## config.mk

```make
export PLATFORM = sky130hd
export DESIGN_NAME = ssdisp_scan_flat
export DESIGN_NICKNAME = d
export VERILOG_FILES = /design/src/rtl/ssdisp_pkg.sv /design/src/rtl/ssdisp_scan_if.sv /design/src/rtl/ssdisp_tick.sv /design/src/rtl/ssdisp_scan.sv /design/src/flat_wrapper.sv
export SDC_FILE = /design/constraint.sdc
export NUM_CORES = 1
export LEC_CHECK = 0
export CAP_MARGIN = 20
export CORE_MARGIN = 2
export CORE_UTILIZATION = 25
export CTS_BUF_LIST = sky130_fd_sc_hd__clkbuf_2
export CTS_CLUSTER_SIZE = 10
export DETAILED_ROUTE_END_ITERATION = 8
export HOLD_SLACK_MARGIN = 0.1
export PLACE_DENSITY = 0.52
export SLEW_MARGIN = 40
export SYNTH_ARGS = -nofsm -noshare
export SYNTH_HDL_FRONTEND = slang
export SYNTH_HIERARCHICAL = 1
export SYNTH_SLANG_ARGS = --single-unit
```

## constraint.sdc

```tcl
create_clock -name hz100 -period 3 [get_ports hz100]
set_input_delay 0.6 -clock hz100 [delete_from_list [all_inputs] [get_ports hz100]]
set_output_delay 0.6 -clock hz100 [all_outputs]
set_load 0.01 [all_outputs]
```

## src/rtl/ssdisp_pkg.sv

```systemverilog
// ssdisp_pkg: shared types and glyph table for the 7-segment scan driver.
//   CODE_W  : width of a glyph code
//   digit_t : per-digit register contents {code, on, blink}
//   GLYPH   : 32-entry segment table, bit order {g,f,e,d,c,b,a}, 1 = lit
//   glyph() : segment pattern for a code, blanked when the digit is off
package ssdisp_pkg;

  localparam int CODE_W = 5;

  typedef struct packed {
    logic [CODE_W-1:0] code;
    logic              on;
    logic              blink;
  } digit_t;

  // 0x00-0x0F hex digits, 0x10-0x19 letters g,H,i,J,L,n,r,t,y,?, rest blank
  localparam logic [6:0] GLYPH [32] = '{
    7'h3F, 7'h06, 7'h5B, 7'h4F, 7'h66, 7'h6D, 7'h7D, 7'h07,
    7'h7F, 7'h6F, 7'h77, 7'h7C, 7'h39, 7'h5E, 7'h79, 7'h71,
    7'h6F, 7'h76, 7'h10, 7'h1E, 7'h38, 7'h54, 7'h50, 7'h78,
    7'h6E, 7'h53, 7'h00, 7'h00, 7'h00, 7'h00, 7'h00, 7'h00
  };

  function automatic logic [6:0] glyph(input logic [CODE_W-1:0] code, input logic on);
    return on ? GLYPH[code] : 7'h00;
  endfunction

endpackage

```

## src/rtl/ssdisp_scan_if.sv

```systemverilog
// ssdisp_scan_if: digit write bus from game control logic to the display driver.
//   wr_en    : write strobe, one digit per cycle
//   wr_addr  : digit index (AW bits)
//   wr_code  : glyph code
//   wr_on    : digit enable (0 = blank)
//   wr_blink : blink request (ignored unless SSDISP_SCAN_BLINK_EN is defined)
// master = game control side, slave = display driver side.
interface ssdisp_scan_if #(
  parameter int NDIG = 8
);
  localparam int AW = $clog2(NDIG);

  logic                          wr_en;
  logic [AW-1:0]                 wr_addr;
  logic [ssdisp_pkg::CODE_W-1:0] wr_code;
  logic                          wr_on;
  logic                          wr_blink;

  modport master (output wr_en, wr_addr, wr_code, wr_on, wr_blink);
  modport slave  (input  wr_en, wr_addr, wr_code, wr_on, wr_blink);

endinterface

```

## src/rtl/ssdisp_tick.sv

```systemverilog
// ssdisp_tick: free-running modulo-DIV counter with a terminal-count flag.
//   hz100 : clock
//   reset : synchronous active-high reset, count returns to 0
//   tc    : high during the cycle the count sits at DIV-1 (wraps on that edge)
module ssdisp_tick #(
  parameter int DIV = 4
) (
  input  logic hz100,
  input  logic reset,
  output logic tc
);

  // DIV=1 still needs a one-bit register; it simply stays at 0 with tc stuck high
  localparam int W = (DIV > 1) ? $clog2(DIV) : 1;

  logic [W-1:0] cnt;

  assign tc = (cnt == W'(DIV - 1));

  always_ff @(posedge hz100) begin
    if (reset)   cnt <= '0;
    else if (tc) cnt <= '0;
    else         cnt <= cnt + W'(1);
  end

endmodule

```

## src/rtl/ssdisp_scan.sv

```systemverilog
// ssdisp_scan: time-multiplexed driver for an NDIG-digit 7-segment display.
//   hz100 : clock (single domain)
//   reset : synchronous active-high reset
//   wr    : digit write bus (ssdisp_scan_if slave)
//   an    : registered one-hot digit select
//   seg   : registered segments {g,f,e,d,c,b,a}, 1 = lit
// Optional feature: define SSDISP_SCAN_BLINK_EN to add the blink counter,
// blink phase and the stored per-digit blink bit. Without it wr_blink is ignored.
module ssdisp_scan
  import ssdisp_pkg::*;
#(
  parameter int NDIG      = 8,
  parameter int SCAN_DIV  = 4,
  parameter int BLINK_DIV = 50
) (
  input  logic            hz100,
  input  logic            reset,
  ssdisp_scan_if.slave    wr,
  output logic [NDIG-1:0] an,
  output logic [6:0]      seg
);

  localparam int AW = $clog2(NDIG);

`ifdef SSDISP_SCAN_BLINK_EN
  typedef digit_t store_t;
`else
  typedef struct packed {
    logic [CODE_W-1:0] code;
    logic              on;
  } store_t;
`endif

  store_t        digits [NDIG];
  logic [AW-1:0] idx;
  logic          scan_tc;
  logic          addr_ok;
  logic [6:0]    seg_next;

  // one extra bit keeps the range check meaningful when NDIG is a power of two
  assign addr_ok = ({1'b0, wr.wr_addr} < (AW+1)'(NDIG));

  ssdisp_tick #(.DIV(SCAN_DIV)) u_scan_tick (
    .hz100 (hz100),
    .reset (reset),
    .tc    (scan_tc)
  );

`ifdef SSDISP_SCAN_BLINK_EN
  logic blink_tc;
  logic phase;

  ssdisp_tick #(.DIV(BLINK_DIV)) u_blink_tick (
    .hz100 (hz100),
    .reset (reset),
    .tc    (blink_tc)
  );

  always_ff @(posedge hz100) begin
    if (reset)         phase <= 1'b0;
    else if (blink_tc) phase <= ~phase;
  end
`endif

  // register file; writes are dropped while reset is high
  always_ff @(posedge hz100) begin
    if (reset) begin
      for (int i = 0; i < NDIG; i++) digits[i] <= '0;
    end else if (wr.wr_en && addr_ok) begin
      digits[wr.wr_addr].code  <= wr.wr_code;
      digits[wr.wr_addr].on    <= wr.wr_on;
`ifdef SSDISP_SCAN_BLINK_EN
      digits[wr.wr_addr].blink <= wr.wr_blink;
`endif
    end
  end

  // scan index advances only at the prescaler terminal count
  always_ff @(posedge hz100) begin
    if (reset) begin
      idx <= '0;
    end else if (scan_tc) begin
      if (idx == AW'(NDIG - 1)) idx <= '0;
      else                      idx <= idx + AW'(1);
    end
  end

  // pattern of the currently selected digit from the registers as they stand now
  always_comb begin
    seg_next = glyph(digits[idx].code, digits[idx].on);
`ifdef SSDISP_SCAN_BLINK_EN
    if (phase && digits[idx].blink) seg_next = 7'h00;
`endif
  end

  // output registers, one cycle behind the index and register file
  always_ff @(posedge hz100) begin
    if (reset) begin
      an  <= '0;
      seg <= '0;
    end else begin
      an  <= NDIG'(1) << idx;
      seg <= seg_next;
    end
  end

endmodule

```

## src/flat_wrapper.sv

```systemverilog
// flat-port wrapper written by rule: the top's interface ports become plain ports
module ssdisp_scan_flat import ssdisp_pkg::*;
#(
  parameter int NDIG      = 8,
  parameter int SCAN_DIV  = 4,
  parameter int BLINK_DIV = 50
)
  (hz100, reset, an, seg, wr_wr_en, wr_wr_addr, wr_wr_code, wr_wr_on, wr_wr_blink);
  ssdisp_scan_if #(.NDIG(NDIG)) wr_i ();
  input  logic hz100;
  input  logic reset;
  output logic [NDIG-1:0] an;
  output logic [6:0] seg;
  input wire logic [$bits(wr_i.wr_en)-1:0] wr_wr_en;
  input wire logic [$bits(wr_i.wr_addr)-1:0] wr_wr_addr;
  input wire logic [$bits(wr_i.wr_code)-1:0] wr_wr_code;
  input wire logic [$bits(wr_i.wr_on)-1:0] wr_wr_on;
  input wire logic [$bits(wr_i.wr_blink)-1:0] wr_wr_blink;
  assign wr_i.wr_en = wr_wr_en;
  assign wr_i.wr_addr = wr_wr_addr;
  assign wr_i.wr_code = wr_wr_code;
  assign wr_i.wr_on = wr_wr_on;
  assign wr_i.wr_blink = wr_wr_blink;
  ssdisp_scan #(.NDIG(NDIG), .SCAN_DIV(SCAN_DIV), .BLINK_DIV(BLINK_DIV)) u_core (.hz100(hz100), .reset(reset), .wr(wr_i), .an(an), .seg(seg));
endmodule
```

==> results by group <==
Outcome
  • Status: completed

Floorplanning
  • Die height: 121 um
  • Starting Density: 25.9%
  • Core Box Area: 13,300 um^2
  • Top Ports: 28
  • Die width: 121 um
  • DIE AREA: 14,800 um^2
  • Row count: 42

GRT
  • First-pass GRT wire length: 10,900 um
  • Initial antenna violation count: 1
  • Pin count of the biggest net entering global routing: 14
  • Vias in the first global route: 2,046
  • GR Overflow Total: 0
  • Total GRT Usage: 9.98%

CTS
  • Clk Latency, worst-skew pair: 0.51 ns
  • Setup repair bufs after CTS: 0
  • # resized after CTS: 0
  • CTS tree: built
  • Number of buffers created by CTS: 9
  • CTS root buf: clkbuf_2
  • Clock transition at path regs: 0.21 ns
  • Clock tree buffer depth: 2
  • CTS Sinks: 71
  • # H-tree levels: 3
  • Hold-fix buffers at CTS: 0

STA
  • Fin Setup TNS: 0 ns
  • Final Max Tran Viols: 0
  • Maximum clock rate: 383 MHz
  • Final setup violation count: 0
  • RSZ-0062 raised after global routing: no
  • Tcrit/Tclk final: 87.1%
  • Rel. slew slack: 52.7%
  • Final Hold Vio Count: 0
  • Slew @ Worst Pin: 0.704 ns
  • Clk_skew: 0.0210 ns
  • Final Critical Period: 2.61 ns

Detailed routing
  • Drt first pass iters: 4
  • Antenna-violating nets left: 0
  • Avg WL per Cell: 14.3 um
  • DR iter-0 viols: 160
  • Routed WL: 6780 um
  • Number of remaining DRC errors: 0
  • Via count: 2,046
  • Vias per inst: 4.33

Logic synthesis
  • Post-synthesis sequential area ratio: 55.1%
  • Mapped Nets: 278
  • Synth Area in XOR/XNOR: 0%
  • Mux contribution to synthesized area: 14.6%
  • Synth Area in Compound Gates: 4.89%
  • Post-synth EDFFs: 48
  • FF+latch count, synth: 71
  • Average instance area after synthesis: 13.7 um^2
  • Post-synthesis cell area: 3450 um^2
  • Yosys warnings: 6
  • Ys async rst share: 0%
  • Netlist cell types: 46
  • Cells after Synth: 252
  • Top_reg_cell synth: edfxtp_1
  • Largest family of logic cells by synthesized area: simple AND/OR/NAND/NOR gates
  • Simple-Gate Fraction of Synth Area: 17.7%
  • Adder-cell share of the synthesized area: 5.00%

Min path
  • HP Class: register to register
  • Worst hold start: u_core/u_scan_tick/cnt[0]$_SDFF_PP0_
  • WHS Endpoint: u_core/u_scan_tick/cnt[0]$_SDFF_PP0_
  • WHS Path Cells: 1

Worst setup path
  • Crit-path cells: buf_4 > mux4_1 > mux2_2 > inv_1 > ha_1 > maj3_1 > nor2_1 > a2111oi_2
  • CP Capture Type: register
  • Startpoint Class: register
  • Worst reg-to-reg setup slack: 0.39 ns
  • CP max stage delay: 0.57 ns
  • Cells on worst reg2reg path: 8
  • Arrival @ worst endpoint: 3.04 ns
  • Data required, critical path: 3.43 ns
  • Worst r2r dst: u_core/seg[2]$_SDFF_PP0_
  • Crit path max fanout: 12
  • Kind of critical path: register to register
  • Slowest stage cell on the critical path: mux4_1

Cells and area
  • Layout area overhead: 18.6%
  • Final nets: 317
  • Final core utilization: 30.7%
  • Fillers: 1,374
  • Share of post-route cells with drive strength above 1: 19.3%

Pwr
  • Max VDD drop: 0.134 mV
  • Pwr dens: 496 nW/um^2
  • Leakage power: 1.47 nW

Job
  • Max Cap Viol: 0

Place
  • GP Congestion: 0.756
  • HPWL Detailed: 4800 um
  • IO buf count: 26
-- per-layer routing --
metal	vias up	global-route usage, %	share of wire (%)
met4	0	4.89	2.0
met5	-	0	0
met3	11	2.77	3.7
met1	994	12.3	45
li1	1005	-	-
met2	36	16.0	49
-- kinds of logic after synthesis --
group	after synthesis
muxes	29
and+or+nand+nor	101
adders and majority gates	14
buffers and inverters	16
DFF	71
AOI/OAI and AO/OA	21
-- critical path, delay by kind of cell (launching register included) --
family                   cells  cell delay, ns
buffers and inverters        2            0.42
adder cells (fa/ha/maj)      2            0.45
AND/OR/NAND/NOR              1            0.05
AO/OA/AOI/OAI                1            0.31
flip-flops                   1            0.36
multiplexers                 2            0.93
-- worst max-delay path by stage --
stage	endpoint	depth (start not counted)
final	u_core/seg[2]$_SDFF_PP0_	8
after global routing	u_core/seg[1]$_SDFF_PP0_	9
after CTS	u_core/seg[2]$_SDFF_PP0_	8
after detailed placement	u_core/seg[2]$_SDFF_PP0_	8
after global placement	u_core/seg[2]$_SDFF_PP0_	8
after floorplan	u_core/seg[1]$_SDFF_PP0_	8
-- synth_stat cells, drive strengths merged, types with 3 or more instances --
master / n / area, um^2
or2: 9 / 56.3
buf: 8 / 60.1
and2: 58 / 365
edfxtp: 48 / 1440
inv: 6 / 22.5
a221oi: 3 / 32.5
ha: 13 / 163
nor3b: 3 / 32.5
nor2: 11 / 41.3
mux4: 12 / 293
mux2i: 13 / 168
dfxtp: 23 / 460
mux2: 4 / 45.0
nor3: 6 / 35.0
nand2: 5 / 18.8
a21oi: 4 / 20.0
-- state kept, by name (all words and copies together), names as in the netlist, named ones only --
signal / count
u_core/idx: 3
u_core/an: 8
u_core/digits: 48
u_core/u_scan_tick/cnt: 2
u_core/seg: 7
-- stage by stage --
stage	instances	cell area [um^2]	setup WS [ns]	power, mW	hold WS [ns]
floorplan	252	3450	0.538	1.33	0.406
global placement	456	3950	0.427	1.42	0.417
detailed placement	456	3950	0.409	1.42	0.431
CTS	472	4090	0.355	2.06	0.454
global route	473	4090	0.203	2.12	0.475
finish	473	4090	0.387	2.03	0.454
-- cell type report --
class / instances / area, um^2 / area share [%]
sequential: 71 / 1900 / 46.5
tap: 176 / 220 / 5.38
antenna: 1 / 2.50 / 0.0611
clock inverter: 5 / 81.3 / 1.99
clock buffer: 11 / 55.1 / 1.35
timing repair buffer: 38 / 350 / 8.56
multi-input combinational: 165 / 1460 / 35.6
inverter: 6 / 22.5 / 0.550
-- layout by cell type (no fill, tap or decap), drive strengths merged, types with 2 or more instances in the layout --
cell / n
bufinv: 2
nor2b: 2
nand2: 5
mux2: 4
mux2i: 13
mux4: 12
inv: 7
nor3: 6
ha: 13
nand2b: 2
edfxtp: 48
o21bai: 2
buf: 12
or2: 9
o22ai: 2
dfxtp: 23
a221oi: 3
clkdlybuf4s50: 26
and2: 58
nor3b: 3
clkbuf: 11
a21oi: 4
a211oi: 2
nor2: 11
-- power by group --
group	total, mW	internal [mW]	switching (mW)
sequential	1.12	1.10	0.0161
combinational	0.281	0.135	0.146
clock	0.633	0.284	0.349
total	2.03	1.52	0.511
(Power assumes the default switching activity.)
